### src/rtl/mips_test_harness_ctrl.sv
// Test controller for the MIPS Harvard CPU: loadable instruction ROM plus a
// run/halt/check sequencer that drives the CPU reset, watches for the halt,
// and compares register_v0 against an expected value under a mask.
module mips_test_harness_ctrl #(
  parameter int          ROM_DEPTH      = 64,
  parameter logic [31:0] RESET_VECTOR   = 32'hBFC00000,
  parameter logic [31:0] HALT_ADDR      = 32'h00000000,
  parameter int          TIMEOUT_CYCLES = 1000,
  parameter int          CNT_W          = 16,
  localparam int         AW             = (ROM_DEPTH > 1) ? $clog2(ROM_DEPTH) : 1
) (
  input  logic             clk,
  input  logic             reset,
  input  logic             prog_we,
  input  logic [AW-1:0]    prog_addr,
  input  logic [31:0]      prog_data,
  input  logic [31:0]      expected_v0,
  input  logic [31:0]      expected_mask,
  input  logic             start,
  output logic             cpu_reset,
  input  logic [31:0]      instr_address,
  output logic [31:0]      instr_readdata,
  input  logic             active,
  input  logic [31:0]      register_v0,
  output logic             done,
  output logic             pass,
  output logic             fail,
  output logic             timeout,
  output logic [CNT_W-1:0] cycle_count
);

  localparam logic [1:0] S_IDLE  = 2'd0;
  localparam logic [1:0] S_RUN   = 2'd1;
  localparam logic [1:0] S_CHECK = 2'd2;
  localparam logic [1:0] S_DONE  = 2'd3;

  logic [1:0]       state_q, state_d;
  logic [31:0]      exp_q, exp_d, mask_q, mask_d, v0cap_q, v0cap_d;
  logic [CNT_W-1:0] cnt_q, cnt_d;
  logic             done_q, done_d, pass_q, pass_d, fail_q, fail_d, to_q, to_d;

  logic [31:0] rom_q [ROM_DEPTH];
  logic [31:0] off;
  logic        in_rng;
  logic        halt;
  logic        idle_like;

  assign idle_like = (state_q == S_IDLE) || (state_q == S_DONE);
  assign halt      = (instr_address == HALT_ADDR) || !active;

  // ROM read: word index relative to the reset vector, NOP for misaligned or
  // out-of-range fetches (addresses below the vector wrap to huge offsets).
  assign off    = instr_address - RESET_VECTOR;
  assign in_rng = (off[1:0] == 2'b00) && ({2'b00, off[31:2]} < 32'(ROM_DEPTH));
  assign instr_readdata = in_rng ? rom_q[off[AW+1:2]] : 32'h0;

  // CPU is held in reset everywhere except RUN.
  assign cpu_reset   = (state_q != S_RUN);
  assign done        = done_q;
  assign pass        = pass_q;
  assign fail        = fail_q;
  assign timeout     = to_q;
  assign cycle_count = cnt_q;

  // Sequencer next-state and flag logic.
  always_comb begin
    state_d = state_q;
    exp_d   = exp_q;
    mask_d  = mask_q;
    v0cap_d = v0cap_q;
    cnt_d   = cnt_q;
    done_d  = done_q;
    pass_d  = pass_q;
    fail_d  = fail_q;
    to_d    = to_q;
    case (state_q)
      S_IDLE, S_DONE: begin
        if (start) begin
          exp_d   = expected_v0;
          mask_d  = expected_mask;
          cnt_d   = '0;
          done_d  = 1'b0;
          pass_d  = 1'b0;
          fail_d  = 1'b0;
          to_d    = 1'b0;
          state_d = S_RUN;
        end
      end
      S_RUN: begin
        if (cnt_q != {CNT_W{1'b1}}) cnt_d = cnt_q + 1'b1;
        // Halt takes priority over a coincident timeout.
        if (halt) begin
          v0cap_d = register_v0;
          state_d = S_CHECK;
        end else if (cnt_q == CNT_W'(TIMEOUT_CYCLES - 1)) begin
          done_d  = 1'b1;
          to_d    = 1'b1;
          fail_d  = 1'b1;
          state_d = S_DONE;
        end
      end
      default: begin // S_CHECK
        done_d  = 1'b1;
        pass_d  = ((v0cap_q ^ exp_q) & mask_q) == 32'h0;
        fail_d  = ((v0cap_q ^ exp_q) & mask_q) != 32'h0;
        state_d = S_DONE;
      end
    endcase
  end

  // State registers with synchronous reset.
  always_ff @(posedge clk) begin
    if (reset) begin
      state_q <= S_IDLE;
      exp_q   <= '0;
      mask_q  <= '0;
      v0cap_q <= '0;
      cnt_q   <= '0;
      done_q  <= 1'b0;
      pass_q  <= 1'b0;
      fail_q  <= 1'b0;
      to_q    <= 1'b0;
    end else begin
      state_q <= state_d;
      exp_q   <= exp_d;
      mask_q  <= mask_d;
      v0cap_q <= v0cap_d;
      cnt_q   <= cnt_d;
      done_q  <= done_d;
      pass_q  <= pass_d;
      fail_q  <= fail_d;
      to_q    <= to_d;
    end
  end

  // ROM write port: only while the CPU is not running; contents survive reset.
  always_ff @(posedge clk) begin
    if (prog_we && idle_like) rom_q[prog_addr] <= prog_data;
  end

endmodule

### config.mk
export PLATFORM = sky130hd
export DESIGN_NAME = mips_test_harness_ctrl
export DESIGN_NICKNAME = d
export VERILOG_FILES = /design/src/rtl/mips_test_harness_ctrl.sv
export SDC_FILE = /design/constraint.sdc
export NUM_CORES = 2
export LEC_CHECK = 0
export CAP_MARGIN = 10
export CORE_ASPECT_RATIO = 1.25
export CORE_MARGIN = 2
export CORE_UTILIZATION = 45
export CTS_CLUSTER_DIAMETER = 120
export DETAILED_ROUTE_END_ITERATION = 8
export PLACE_DENSITY = 0.7
export SLEW_MARGIN = 20
export SYNTH_ARGS = -nofsm -noshare
export SYNTH_HDL_FRONTEND = slang
export SYNTH_SLANG_ARGS = --single-unit
### constraint.sdc
create_clock -name clk -period 3.76 [get_ports clk]
set_input_delay 0.564 -clock clk [delete_from_list [all_inputs] [get_ports clk]]
set_output_delay 0.564 -clock clk [all_outputs]
set_load 0.005 [all_outputs]
Word-level counts from Yosys, hierarchy flattened:

Memories as Yosys holds them, arrays and structs flattened.
Index checks and enable logic that the tools add are counted.

* add/subtract/negate cells: 2
* multiply operators: 0
* divide/modulo/power cells: 0
* order comparisons: 1
* equality and inequality tests: 10
* shift-type cells: 0
* multiplexer cells: 17
* bitwise logic cells: 3
* reductions and logical operators: 19

Operators with widths (number)
* logical NOT 32 bit: 2
* AND 32 bit: 1
* 2-to-1 mux 16 bit: 2
* 2-to-1 mux 32 bit: 1
* case mux 16 bit (2 select lines): 1
* nonzero test 32 bit: 1
* subtractor 32 bit (second input constant): 1
* XOR 32 bit: 1
* less-than comparator 30 x 7 -> 1 bit (second input constant): 1
* adder 16 x 1 -> 16 bit (second input constant): 1
* equality test 16 x 10 -> 1 bit (second input constant): 1
* inequality test 16 bit (second input constant): 1
* inequality test 2 bit (second input constant): 4
* case mux 1 bit (2 select lines): 4
* AND reduction 2 bit: 4
* 2-to-1 mux 2 bit: 3
* AND reduction 3 bit: 2
* 2-to-1 mux 1 bit: 5
* logical NOT 2 bit: 2
* case mux 2 bit (2 select lines): 1
* AND reduction 4 bit: 1
* inequality test 3 bit (second input constant): 1
* equality test 2 x 1 -> 1 bit (second input constant): 1
* equality test 2 bit (second input constant): 1
* 7 further kinds: 9

* register bits after elaboration: 118
* latch bits: 0
* RAM bits: 2048
* memory bits (read-only): 0
* bits of input ports: 171
* output and inout bits: 53
* word-level logic and storage cells: 62
* memories kept: 1

Memory list
* rom_q: depth 64, width 32, rd ports 1, clocked after memory_dff 0, wr ports 1, line 42 `logic [31:0] rom_q [ROM_DEPTH];`

Longest topological paths before layout:

* depth in word-level cells: 5
* depth in mapped cells: 10
* gate-level depth less buffers: 8

Least setup slack after synthesis:

Ideal clock, no wire load.

* path kind: reg2reg
* start: register state_q[0]
* end: memory rom_q[49][0] (enable)
* setup time: 461 ps
* data arrival time: 3533 ps
* required time: 3299 ps
* setup slack: -234 ps
* stages on the path, launching flop included: 7
* path buffers: 1
* clock period less this slack: 3994 ps
* cell sequence: dfxtp_1 inv_1 ha_1 clkbuf_1 nand4_1 or2_1 nor3_1

* word-level cells in the longest chain between the ends: 5
* elaborated cells between the ends (all ways): 6
* classes of those cells: 1 x eq/ne; 2 x mux; 3 x reduce/logical

Ends and longest elaborated chain
* from (decl): line 37 `logic [1:0] state_q, state_d;`
* from (signal assigned): line 124 `state_q <= state_d;`
* equality test 2 bit or logical NOT 2 bit (tied branches): line 48 `assign idle_like = (state_q == S_IDLE) || (state_q == S_DONE);`
* logical OR 1 bit *: line 48
* logical AND 1 bit *: line 138 `if (prog_we && idle_like) rom_q[prog_addr] <= prog_data;`
* 2-to-1 mux 1 bit *: line 138
* 2-to-1 mux 1 bit (implied by the code) *: line 138
* to (decl): line 42

Mark *: on every way between the ends. The rest lies on a longest branch, timed or not.

Worst setup path after layout:

* start: input port instr_address[30]
* end: output port instr_readdata[9]

* word-level cells in the longest chain between the ends: 4

Ends and longest elaborated chain
* from (decl): line 21 `input logic [31:0] instr_address,`
* subtractor 32 bit: line 53 `assign off = instr_address - RESET_VECTOR;`
* less-than comparator 30 x 7 -> 1 bit: line 54 `assign in_rng = (off[1:0] == 2'b00) && ({2'b00, off[31:2]} < 32'(ROM_DEPTH));`
* logical AND 1 bit: line 54
* 2-to-1 mux 32 bit: line 55 `assign instr_readdata = in_rng ? rom_q[off[AW+1:2]] : 32'h0;`
* to (decl): line 22 `output logic [31:0] instr_readdata,`

No other way between the ends.

==> flow_summary.yaml <==
outcome:
  outcome: "finished, violations left"
  violations: "setup timing"
cts:
  cts_root_buf: "sky130_fd_sc_hd__clkbuf_16"
  cts-root-to-sink-buffers: 3
  cts.reportedPaths.clkPinSlew_ps: 60
  worstSkewPairLatency_ps: 850
  htree_num_levels: 4
  cts_num_sinks: 2166
  cts_inserted_buffers: 200
  tritoncts: "done"
synthesis:
  yosysMostFrequentCell: "sky130_fd_sc_hd__edfxtp_1"
  count_of_mapped_cells_out_of_synthesis: 3963
  synthTopCellsByCount: "sky130_fd_sc_hd__edfxtp_1, sky130_fd_sc_hd__mux4_2, sky130_fd_sc_hd__mux2i_1, sky130_fd_sc_hd__nor2_1, sky130_fd_sc_hd__nand2_1"
  synth.cell_area_um2: 83210
  synth_sequential_area_ratio: 0.7674
  top_area_cell_type_share_of_the_netlist_area: 0.7391
  synth.top_cells.by_area: "sky130_fd_sc_hd__edfxtp_1, sky130_fd_sc_hd__mux4_2, sky130_fd_sc_hd__dfxtp_1"
  post_synth.cell_area_avg_um2: 21.00
  synth_enable_flop_cells: 2048
  asyncSetResetFlopFracSynth: 0
  ys_ff_latch: 2166
  synth_area_leader_cell: "sky130_fd_sc_hd__edfxtp_1"
  post_synth_top_flop: "sky130_fd_sc_hd__edfxtp_1"
  yosysWarningCount: 0
  ys_types: 61
  syn-num-nets: 4137
power:
  p_sw_mw: 11.48
  worst_ir_drop_vdd_v: 0.0004931
  p_leak_nw: 31.75
  share_clk_of_total_power: 0.394
  sequentialPowerShare: 0.527
  p_int_mw: 39.62
  comb_power_share: 0.079
  cellPowerDensity_nw_per_um2: 516.6
  power.share.switching: 0.2246
sta:
  slew_viol_final: 0
  fraction_of_the_cycle_the_final_worst_path_needs: 1.005
  worst_slew_margin_rel: 0.2480
  timing_worst_slew_pin_value_ps: 1128
  rsz0062_at_grt: "true"
  finClkSkew_ps: 78.49
  fmax_ghz: 0.2647
  setup_slack_ps: -18.20
  fin_hold_viols: 0
  final.min_clock_period_ps: 3778
  setup-tns-final_ps: -18.20
  finalSetupViolCount: 1
critical_path:
  cp-start-kind: "input port"
  critPathMaxFanout: 8
  critical_path_buf_inv_count: 5
  worstPathCellList: "clkdlybuf4s50_1, or4_4, nor4_4, buf_6, buf_12, buf_12, nand3_1, nor2_1, clkdlybuf4s50_1"
  worst_ep_arrival_time_ps: 3210
  timing.critical_path.slowest_stage_cell: "sky130_fd_sc_hd__or4_4"
  rr_endpoint: "rom_q[59][2]"
  setup.worst_path.class: "in -> out"
  critical_path.max_stage_delay_ps: 610
  top_cell_family_by_delay_on_the_critical_path: "buffers and inverters"
  required_ps: 3200
  reg2reg_slack_ps: 1270
  ff2ff_path_depth: 7
  crit-reg2reg-launch: "state_q[0]"
  cp-end-kind: "output pin"
routing:
  route.detailed.vias_per_inst: 6.088
  drt_pre_antenna_iters: 5
  wl_per_cell_um: 30.84
  final_antenna_net_count: 0
  final_routed_drc_violation_total: 0
  vias: 43450
  routed_wirelength_um: 220100
  drtIter0Drc: 4891
final_layout:
  stdcell_count: 7136
  synthesis_to_layout_area_growth_pct: 18.88
  stdcell_area_um2: 98930
  layout.nets: 4738
  share_of_cells_above_drive_strength_1: 0.2856
grt:
  antenna_violations_before_repair: 25
  gr-usage-met1: 0.2964
  final_global_route_overflow_total: 0
  grt.met3_usage: 0.06849
  first_global_vias: 43750
  globalRoute.busiestLayer: "met2"
  global_route.usage.met2: 0.3726
  grt_pass1_wl_um: 311000
  grtUsageTotal: 0.2314
  maximum_number_of_pins_on_one_net_before_global_route_repair: 91
flow_run:
  cap_viol_max_count: 0
floorplan:
  die-width_um: 388.6
  core_area_um2: 183900
  initial_utilization: 0.4526
  fp.dieArea_um2: 188400
  io-pin-count: 224
  row_count: 176
  dieHeight_um: 484.8
worst_hold_path:
  hold_end: "cycle_count[1]"
  hold_class: "in -> reg"
  worstHoldPathCells: 2
  worst_min_path_start: "reset"
placed_design:
  hpwlAfterDp_um: 133500
  gpl.final_weighted_congestion: 0.8534
  place_inst: 6757
  port-buffer-count: 223
  placed_area_um2: 91920
==> state kept, by name (all words and copies together), names as in the netlist <==
name / flops
rom_q: 2048
exp_q: 32
mask_q: 32
v0cap_q: 32
cycle_count: 16
state_q: 2
done: 1
fail: 1
pass: 1
timeout: 1
==> cells by family (layout without fill, tap and decap cells) <==
kind of cell	count (synthesis)	count (layout)	synth area share
flops	2166	2166	0.7674
compound gates	357	357	0.02983
fa+ha+maj	3	3	0.0004511
simple gates	477	477	0.02591
mux	688	688	0.1576
buf+inv	227	988	0.01403
other cells	0	9	0
xor+xnor	45	45	0.004736
==> through the flow <==
step           hold WS [ps]    util  power [mW]  setup WS, ps
2_1_floorplan         436.0       -       29.46         575.6
3_3_place_gp          443.6  0.4998       31.31        -300.6
3_5_place_dp          447.2  0.4999       31.39        -292.6
4_1_cts               12.31  0.5365       51.33        -36.52
5_1_grt               52.99  0.5379       52.51        -50.53
6_report              72.51  0.5380       51.10        -18.20
==> power by group through the flow <==
stage	combinational [mW]	clock (mW)	sequential (mW)
after floorplan	2.06	0	27.4
after global placement	3.88	0	27.4
after detailed placement	3.94	0	27.5
after CTS	3.97	20.4	26.9
after global routing	4.26	21.3	26.9
final	4.02	20.2	26.9
==> how the worst max path moves through the flow <==
stage | from | endpoint | slack, ps | cells after the start
finish | instr_address[30] | instr_readdata[9] | -20 | 9
global route | rom_q[51][23] | instr_readdata[23] | -50 | 8
CTS | rom_q[51][9] | instr_readdata[9] | -40 | 8
detailed placement | instr_address[20] | instr_readdata[5] | -290 | 9
global placement | instr_address[20] | instr_readdata[24] | -300 | 8
floorplan | state_q[0] | rom_q[40][0] | 580 | 6
==> layout by cell type, fill, tap and decap left out, types with 21 or more instances in the layout <==
cell type                         instances
sky130_fd_sc_hd__o22ai_1                 78
sky130_fd_sc_hd__edfxtp_1              2048
sky130_fd_sc_hd__clkbuf_1                45
sky130_fd_sc_hd__buf_4                  294
sky130_fd_sc_hd__nand3_1                 26
sky130_fd_sc_hd__buf_2                   21
sky130_fd_sc_hd__a211oi_1                47
sky130_fd_sc_hd__nand2_1                169
sky130_fd_sc_hd__mux2i_1                166
sky130_fd_sc_hd__nor2_4                  64
sky130_fd_sc_hd__a22oi_1                 54
sky130_fd_sc_hd__dfxtp_1                118
sky130_fd_sc_hd__clkinv_1                40
sky130_fd_sc_hd__xor2_1                  40
sky130_fd_sc_hd__clkinv_2                30
sky130_fd_sc_hd__clkbuf_16              203
sky130_fd_sc_hd__mux4_2                 496
sky130_fd_sc_hd__buf_12                 105
sky130_fd_sc_hd__nor2b_1                 38
sky130_fd_sc_hd__nor2_1                 107
sky130_fd_sc_hd__clkdlybuf4s50_1        169
sky130_fd_sc_hd__a21oi_1                 84
==> what timing repair did <==
item	CTS	global route
pin swaps	8	12
hold buffers	1	0
endpoints found under the hold margin	1	0
setup buffers	5	1
endpoints found under the setup margin	32	22
cloned	1	1
resized for setup	31	42
==> layout make-up <==
cell class | instances | area, µm²
inverters | 8 | 30.03
clock inverters | 108 | 1259
diodes | 9 | 22.52
flip-flops and latches | 2166 | 63860
fillers | 13700 | 84950
clock buffers | 254 | 5311
well taps | 2403 | 3007
multi-input cells | 1570 | 18890
repair buffers | 618 | 6543
==> per-layer routing <==
layer  routed length [µm]  share of wire  vias up
met4                 8821          0.040       18
met1                81200           0.37    22930
met5                  119        0.00054        -
met2               106100           0.48     2351
li1                     -              -    17700
met3                23850           0.11      453
Note: power is estimated with default switching activity, not from simulation.
